**src/rtl/iq_sweep_pkg.sv**
```systemverilog
// Shared types and default sizes for the IQ frequency-sweep controller.
package iq_sweep_pkg;

    localparam int DEF_DW     = 14;  // signed I/Q sample width
    localparam int DEF_PW     = 32;  // NCO phase increment width
    localparam int DEF_NPW    = 16;  // point count/index width
    localparam int DEF_SCW    = 20;  // settle counter width
    localparam int DEF_MAXLOG = 15;  // largest accepted avg_log2
    localparam int ACCW       = DEF_DW + DEF_MAXLOG;  // accumulator width that cannot overflow

    typedef enum logic [1:0] {
        IDLE,
        SETTLE,
        CAPTURE,
        EMIT
    } state_t;

    // Limit the requested averaging exponent to what the accumulators can hold.
    function automatic logic [3:0] clamp_log2(input logic [3:0] v, input int max_log);
        return (int'(v) > max_log) ? 4'(max_log) : v;
    endfunction

endpackage

```
**src/rtl/iq_avg_accum.sv**
```systemverilog
// Dual signed I/Q accumulator with sample counter and power-of-two averaging output.
module iq_avg_accum import iq_sweep_pkg::*; #(
    parameter int DW     = DEF_DW,
    parameter int MAXLOG = DEF_MAXLOG
) (
    input  logic          CLK,
    input  logic          reset,
    input  logic          clear,
    input  logic          en,
    input  logic [3:0]    shift,
    input  logic [DW-1:0] i_in,
    input  logic [DW-1:0] q_in,
    output logic          full,
    output logic [DW-1:0] avg_i,
    output logic [DW-1:0] avg_q
);

    localparam int AW   = DW + MAXLOG;
    localparam int CNTW = MAXLOG + 1;

    logic signed [AW-1:0] acc_i;
    logic signed [AW-1:0] acc_q;
    logic [CNTW-1:0]      sample_cnt;
    logic [CNTW-1:0]      target;

    assign target = CNTW'(1) << shift;

    // Asserted on the cycle whose accepted sample completes the set, so the
    // controller can leave CAPTURE on that same edge.
    assign full = en && (sample_cnt == target - CNTW'(1));

    // Arithmetic shift floors toward -inf; only the low DW bits are kept.
    assign avg_i = DW'(acc_i >>> shift);
    assign avg_q = DW'(acc_q >>> shift);

    // Accumulate sign-extended samples on every qualified cycle.
    always_ff @(posedge CLK) begin
        // NOTE: sequential state uses non-blocking assignments so every register
        // samples pre-edge values regardless of statement order.
        if (reset || clear) begin
            acc_i      <= '0;
            acc_q      <= '0;
            sample_cnt <= '0;
        end else if (en) begin
            acc_i      <= acc_i + $signed({{MAXLOG{i_in[DW-1]}}, i_in});
            acc_q      <= acc_q + $signed({{MAXLOG{q_in[DW-1]}}, q_in});
            sample_cnt <= sample_cnt + CNTW'(1);
        end
    end

endmodule

```
**src/rtl/iq_sweep_controller.sv**
```systemverilog
// Frequency-sweep sequencer: steps the NCO phase increment, waits for the
// filter to settle, averages I/Q and emits one result per sweep point.
module iq_sweep_controller import iq_sweep_pkg::*; #(
    parameter int DW     = DEF_DW,
    parameter int PW     = DEF_PW,
    parameter int NPW    = DEF_NPW,
    parameter int SCW    = DEF_SCW,
    parameter int MAXLOG = DEF_MAXLOG
) (
    input  logic           CLK,
    input  logic           reset,
    input  logic           start,
    input  logic           abort,
    input  logic [PW-1:0]  start_inc,
    input  logic [PW-1:0]  step_inc,
    input  logic [NPW-1:0] num_points,
    input  logic [SCW-1:0] settle_cycles,
    input  logic [3:0]     avg_log2,
    input  logic [DW-1:0]  i_in,
    input  logic [DW-1:0]  q_in,
    input  logic           iq_valid,
    output logic [PW-1:0]  phase_inc,
    output logic [DW-1:0]  result_i,
    output logic [DW-1:0]  result_q,
    output logic [NPW-1:0] result_idx,
    output logic           result_valid,
    output logic           busy,
    output logic           done
);

    state_t         state;
    state_t         state_next;

    logic [PW-1:0]  step_r;
    logic [NPW-1:0] npts_r;
    logic [SCW-1:0] settle_r;
    logic [3:0]     avg_r;
    logic [SCW-1:0] settle_cnt;
    logic [NPW-1:0] point;
    logic           done_pend;

    logic           accept_start;
    logic           zero_start;
    logic           settle_dec;
    logic           emit;
    logic           last_point;
    logic           acc_clear;
    logic           acc_en;
    logic           acc_full;
    logic [DW-1:0]  avg_i;
    logic [DW-1:0]  avg_q;

    assign busy       = (state != IDLE);
    assign last_point = (point == npts_r - NPW'(1));
    // Kept outside the FSM block: acc_full depends on acc_en combinationally.
    assign acc_en     = (state == CAPTURE) && iq_valid;

    iq_avg_accum #(
        .DW     (DW),
        .MAXLOG (MAXLOG)
    ) u_accum (
        .CLK   (CLK),
        .reset (reset),
        .clear (acc_clear),
        .en    (acc_en),
        .shift (avg_r),
        .i_in  (i_in),
        .q_in  (q_in),
        .full  (acc_full),
        .avg_i (avg_i),
        .avg_q (avg_q)
    );

    // Next-state and per-cycle control strobes; abort overrides everything.
    always_comb begin
        // NOTE: every output of this block gets a default first so no path
        // leaves a signal unassigned and no latch is inferred.
        state_next   = state;
        accept_start = 1'b0;
        zero_start   = 1'b0;
        settle_dec   = 1'b0;
        emit         = 1'b0;
        acc_clear    = 1'b0;
        if (abort) begin
            state_next = IDLE;
        end else begin
            case (state)
                IDLE: begin
                    if (start) begin
                        if (num_points != '0) begin
                            accept_start = 1'b1;
                            state_next   = SETTLE;
                        end else begin
                            zero_start = 1'b1;
                        end
                    end
                end
                SETTLE: begin
                    if (settle_cnt == '0) begin
                        acc_clear  = 1'b1;
                        state_next = CAPTURE;
                    end else begin
                        settle_dec = 1'b1;
                    end
                end
                CAPTURE: begin
                    if (acc_full) state_next = EMIT;
                end
                EMIT: begin
                    emit       = 1'b1;
                    state_next = last_point ? IDLE : SETTLE;
                end
                default: state_next = IDLE;
            endcase
        end
    end

    // State register, configuration latch, settle/point counters and result outputs.
    always_ff @(posedge CLK) begin
        if (reset) begin
            state        <= IDLE;
            step_r       <= '0;
            npts_r       <= '0;
            settle_r     <= '0;
            avg_r        <= '0;
            settle_cnt   <= '0;
            point        <= '0;
            done_pend    <= 1'b0;
            phase_inc    <= '0;
            result_i     <= '0;
            result_q     <= '0;
            result_idx   <= '0;
            result_valid <= 1'b0;
            done         <= 1'b0;
        end else begin
            state        <= state_next;
            result_valid <= 1'b0;
            done         <= done_pend | zero_start;
            done_pend    <= 1'b0;

            if (accept_start) begin
                phase_inc  <= start_inc;
                step_r     <= step_inc;
                npts_r     <= num_points;
                settle_r   <= settle_cycles;
                avg_r      <= clamp_log2(avg_log2, MAXLOG);
                settle_cnt <= settle_cycles;
                point      <= '0;
            end

            if (settle_dec) settle_cnt <= settle_cnt - SCW'(1);

            if (emit) begin
                result_i     <= avg_i;
                result_q     <= avg_q;
                result_idx   <= point;
                result_valid <= 1'b1;
                if (last_point) begin
                    done_pend <= 1'b1;
                end else begin
                    point      <= point + NPW'(1);
                    phase_inc  <= phase_inc + step_r;
                    settle_cnt <= settle_r;
                end
            end
        end
    end

endmodule

```
**config.mk**
```make
export PLATFORM = sky130hd
export DESIGN_NAME = iq_sweep_controller
export DESIGN_NICKNAME = d
export VERILOG_FILES = /design/src/rtl/iq_sweep_pkg.sv /design/src/rtl/iq_avg_accum.sv /design/src/rtl/iq_sweep_controller.sv
export SDC_FILE = /design/constraint.sdc
export NUM_CORES = 1
export LEC_CHECK = 0
export ABC_AREA = 1
export CAP_MARGIN = 20
export CORE_MARGIN = 2
export CORE_UTILIZATION = 43
export DETAILED_ROUTE_END_ITERATION = 6
export PLACE_DENSITY_LB_ADDON = 0.12
export SYNTH_ARGS = -nofsm -noshare
export SYNTH_HDL_FRONTEND = slang
export SYNTH_HIERARCHICAL = 1
export SYNTH_SLANG_ARGS = --single-unit
```
**constraint.sdc**
```tcl
create_clock -name CLK -period 2.85 [get_ports CLK]
set_input_delay 0.57 -clock CLK [delete_from_list [all_inputs] [get_ports CLK]]
set_output_delay 0.57 -clock CLK [all_outputs]
set_load 0.005 [all_outputs]
```
# Word-level counts from Yosys, hierarchy flattened
# Cells that the tools add are included.
dict set report op_classes {
  eq_ne 9
  n_shift 3
  mux 34
  n_bitwise 2
  addsub 8
  reduce_logical 10
}
# op n
set ops {}
lappend ops {{32-bit two-way mux} 3}
lappend ops {{20-bit two-way mux} 4}
lappend ops {{29-bit by 14-bit adder with 29-bit output} 2}
lappend ops {{29-bit by 4-bit >>> shifter with 14-bit output} 2}
lappend ops {{16-bit two-way mux} 3}
lappend ops {{16-bit by 1-bit adder with 16-bit output, second input constant} 2}
lappend ops {{32-bit adder} 1}
lappend ops {{16-bit equality test} 2}
lappend ops {{16-bit by 1-bit subtractor with 16-bit output, second input constant} 2}
lappend ops {{20-bit logical NOT} 1}
lappend ops {{20-bit by 1-bit subtractor with 20-bit output, second input constant} 1}
lappend ops {{1-bit two-way mux} 19}
lappend ops {{16-bit nonzero test} 1}
lappend ops {{1-bit by 4-bit left shift with 16-bit output, first input constant} 1}
lappend ops {{2-bit two-way mux} 4}
lappend ops {{2-bit inequality test, second input constant} 4}
lappend ops {{2-bit one-hot mux with 4 select lines} 1}
lappend ops {{2-bit equality test, second input constant} 2}
lappend ops {{4-bit AND reduction} 1}
lappend ops {{2-bit OR reduction} 2}
lappend ops {{2-bit by 1-bit equality test with 1-bit output, second input constant} 1}
lappend ops {{1-bit logical AND} 2}
lappend ops {{2-bit logical NOT} 1}
lappend ops {{2-bit nonzero test} 1}
lappend ops {{3 further kinds} 3}
dict set report word_totals {
  inputBits 137
  output_inout_bits 79
  reg_bits 263
}

# Longest topological paths before layout
dict set report logic_depth {
  word_depth 9
  mapped_depth 20
}

# Modules after synthesis
# The synthesis kept the hierarchy.
# module instances area_each_um2 cells_each seq_area_each_um2
set by_module_without_submodules {}
lappend by_module_without_submodules {iq_sweep_controller 1 10790.3 1693 3783.6}
lappend by_module_without_submodules {iq_avg_accum 1 8841.0 1582 1481.4}

# Least setup slack after synthesis
# Ideal clock, no wire load.
dict set report synth_path {
  path_kind {reg-to-reg}
  start {register avg_r[0]}
  end {register state[0]}
  path_slack_ps 183
  setup_ps 70
  n_path_buf 2
  arrival_ps 2597
  required_ps 2780
  stages_incl_launch_ff 18
  path_cell_list {dfxtp_1 -> buf_4 -> buf_2 -> inv_1 -> nor2_1 -> nand2_1 -> ha_1 -> inv_1 -> nor2_8 -> nand2_2 -> xor2_1 -> o22ai_1 -> or2_0 -> nor2_1 -> o22ai_1 -> a211oi_1 -> o21ai_0 -> a21oi_1}
}
dict set report synth_via {
  elab_chain_cells 6
}
# element line
set synth_lines {}
lappend synth_lines {{from (decl)} iq_sweep_controller.sv:37} ;# logic [3:0] avg_r;
lappend synth_lines {{from (signal assigned)} iq_sweep_controller.sv:146} ;# avg_r <= clamp_log2(avg_log2, MAXLOG);
lappend synth_lines {{1-bit by 4-bit left shift with 16-bit output} iq_avg_accum.sv:26} ;# assign target = CNTW'(1) << shift;
lappend synth_lines {{16-bit by 1-bit subtractor with 16-bit output} iq_avg_accum.sv:30} ;# assign full = en && (sample_cnt == target - CNTW'(1));
lappend synth_lines {{16-bit equality test} iq_avg_accum.sv:30}
lappend synth_lines {{1-bit logical AND} iq_avg_accum.sv:30}
lappend synth_lines {{named net acc_full} iq_sweep_controller.sv:49} ;# logic acc_full;
lappend synth_lines {{2-bit inequality test (no source line)} n/a}
lappend synth_lines {{4-bit AND reduction (no source line)} n/a}
lappend synth_lines {{to (signal assigned)} iq_sweep_controller.sv:136} ;# state <= state_next;
lappend synth_lines {{to (decl)} iq_sweep_controller.sv:31} ;# state_t state;
# The timed path passes the listed nets, and every way through them passes these cells.
# A chain may end at the register's enable or synchronous reset.

# Worst setup path in the final report
# Same ends and word-level chain as after synthesis.

==> reports/summary.txt <==
Layout Utilization = 0.530
TritonCTS buffer count = 34
CP Data Arrival Time = 3.11 ns
Routed wire per std cell = 16.1 µm
Final Hold Slack = 0.459 ns
Setup violators final = 0
Die area = 47400 µm²
Die Wd = 218 µm
Worst Tran Pin Value = 0.825 ns
Maximum vdd drop = 0.505 mV
Vias per cell = 5.19
Clock Path Buffers = 3
H-Tree Level Count = 2
Fill cells = 4691
Slowest Stage Delay on Critical Path = 0.36 ns
First-pass GRT wire length = 106000 µm
Hpwl dp = 51000 µm
Synth area leaders = dfxtp_1 27%, nand2_1 17%, nor2_1 10%
Site Rows = 78
Die Height = 218 µm
Largest net degree at the start of global routing = 90
#FFs+latches synth = 263
Net Count, Synth = 3513
Port buffer count = 215
Gp weighted congestion = 0.955
Fraction of layout cells with a size suffix above 1 = 0.0498
Clk_skew = 0.0196 ns
Iteration-0 DRC Markers = 1365
Crit path top cell by count = nor2_1
Final critical-path required period = 2.62 ns
Final period util = 0.921
Yosys warning count = 6
Area Growth Syn to Fin = 22.1%
Prevailing post-synth register cell = dfxtp_1
Area share of the largest cell type after synthesis = 0.268
Total grt overflow = 0
DRT Wirelength = 66100 µm
Non-Filler Instances = 4112
Syn avg cell area = 5.99 µm²
Sinks on Clock Net = 263
PwrDens = 440 nW/µm²
First-pass DRT Iterations = 5
Status = completed
CTS Root Cell = clkbuf_16
Max-cap violations = 0
Via Count = 21300
Crit Path Class = reg2reg
Core Area = 45200 µm²
Post-Synthesis Cells = 3275
Slowest cell on the critical path = dfxtp_2
CP Capture Type = flip-flop
CTS clk-pin slew, worst paths = 0.06 ns
Post-route DRC = 0
Latest clock arrival within the worst-skew pair = 0.56 ns
Final Power = 10.6 mW
Post-synth EDFFs = 0
Count of cell types in the netlist = 53
Commonest non-fill, non-tap cell in the layout = nand2_1
Class of the worst hold path = reg2reg
CTS tree = yes
Register area share after synthesis = 0.268
Fmax achieved = 381 MHz
Initial Utilization = 0.434
Worst r2r path cells = 17
Cell taking the most area after synthesis = dfxtp_1
Crit-path cells = nor2_2 -> inv_1 -> nor2_2 -> inv_1 -> ha_1 -> nor2_1 -> a21oi_1 -> nand4_1 -> nor2_1 -> nand3_1 -> nor2_1 -> nand3_1 -> nor2_1 -> o22ai_1 -> a211oi_2 -> o21ai_0 -> a21oi_1
Crit path launch type = flip-flop
Post-route ant nets = 0
P_leak = 11.3 nW
Initial antenna violation count = 1
Vias in the first global route = 20500
Max Slew Vio Count = 0
Hold Crit Depth = 2
Most frequent cells in the layout = 883 x nand2_1, 525 x nor2_1, 371 x inv_1
Data required, critical path = 3.34 ns
Post-layout net count = 3723
Cell area after synthesis = 19600 µm²
Relative slew margins = 0.450
RSZ-0062 raised after global routing = false
Worst-path fanout max = 4
FFs w/ async S/R, synth = 0
Final Hold Viols = 0
Total GRT Usage = 0.277
IO Count = 216
Post-Place Cells = 4049
[final timing paths]
check / slack [ns] / to / startpoint
worst min-delay path: 0.46 / settle_r[6] / settle_r[6]
worst max register to register: 0.23 / state[0] / avg_r[0]
worst max-delay path: 0.23 / state[0] / avg_r[0]
worst min register to register: 0.46 / settle_r[6] / settle_r[6]
[worst max-delay path: cells and delay by family (launching register included)]
kind	cells	cell delay (ns)
AO/OA/AOI/OAI	5	0.86
adder cells (fa/ha/maj)	1	0.31
buffers and inverters	2	0.13
flip-flops	1	0.36
AND/OR/NAND/NOR	9	0.88
[final cells by class]
cell class | instances | area (µm²) | share of cell area
clock buffers | 47 | 981 | 0.0409
clock inverters | 15 | 184 | 0.00767
diodes | 1 | 2.50 | 0.000104
well taps | 600 | 751 | 0.0313
repair buffers | 294 | 2900 | 0.121
inverters | 383 | 1450 | 0.0605
multi-input cells | 2509 | 12400 | 0.519
flip-flops and latches | 263 | 5270 | 0.220
[sequential cells by signal (all words and copies together), names as in the netlist, 2 cells and up]
name                count
point                  16
u_accum/acc_i          29
result_q               14
npts_r                 16
settle_cnt             20
result_i               14
phase_inc              32
u_accum/acc_q          29
settle_r               20
u_accum/sample_cnt     16
result_idx             16
state                   2
step_r                 32
avg_r                   4
[metrics by stage]
stage	area, µm²	worst slack [ns]	setup TNS, ns
after floorplan	19600	0.183	0
after global placement	22800	-0.0475	-0.101
after detailed placement	22800	-0.0737	-0.288
after CTS	23900	0.0144	0
after global routing	24000	0.0160	0
final	24000	0.226	0
[where the power goes]
part           switching, mW  leakage (nW)  internal [mW]
sequential             0.111          2.14           3.81
clock                   1.81         0.567           2.71
combinational           1.28          8.64          0.843
total                   3.19          11.3           7.36
[kinds of logic (layout without fill, tap and decap cells)]
kind of cell	Yosys count	count (layout)	share of synthesized area
and+or+nand+nor	1659	1659	0.341
AOI/OAI and AO/OA	631	631	0.171
buffers and inverters	503	739	0.0997
DFF	263	263	0.268
adders and majority gates	101	101	0.0655
xor gates and xnor gates	94	94	0.0419
muxes	24	24	0.0122
other	0	1	0
[Yosys cell counts (all sizes together), types with 40 or more instances]
library cell and number:
inv 381, nor2 536, o21ai 320, xor2 80, ha 98, nor3 47, dfxtp 263, nand2 885
clkbuf 80, buf 40, nand3 139, a21oi 232
[per-layer routing]
metal	vias up	global-route usage	wire length [µm]
met5	-	0	0
met4	0	0.102	2270
met1	9716	0.350	29400
met2	554	0.475	30800
met3	120	0.0406	3580
li1	11000	-	-
[what timing repair did]
action / in CTS / in global routing
buffers inserted: 0 / 0
gates resized for setup: 0 / 8
endpoints found under the setup margin: 0 / 40
hold buffers: 0 / 0
(Power assumes the default switching activity.)
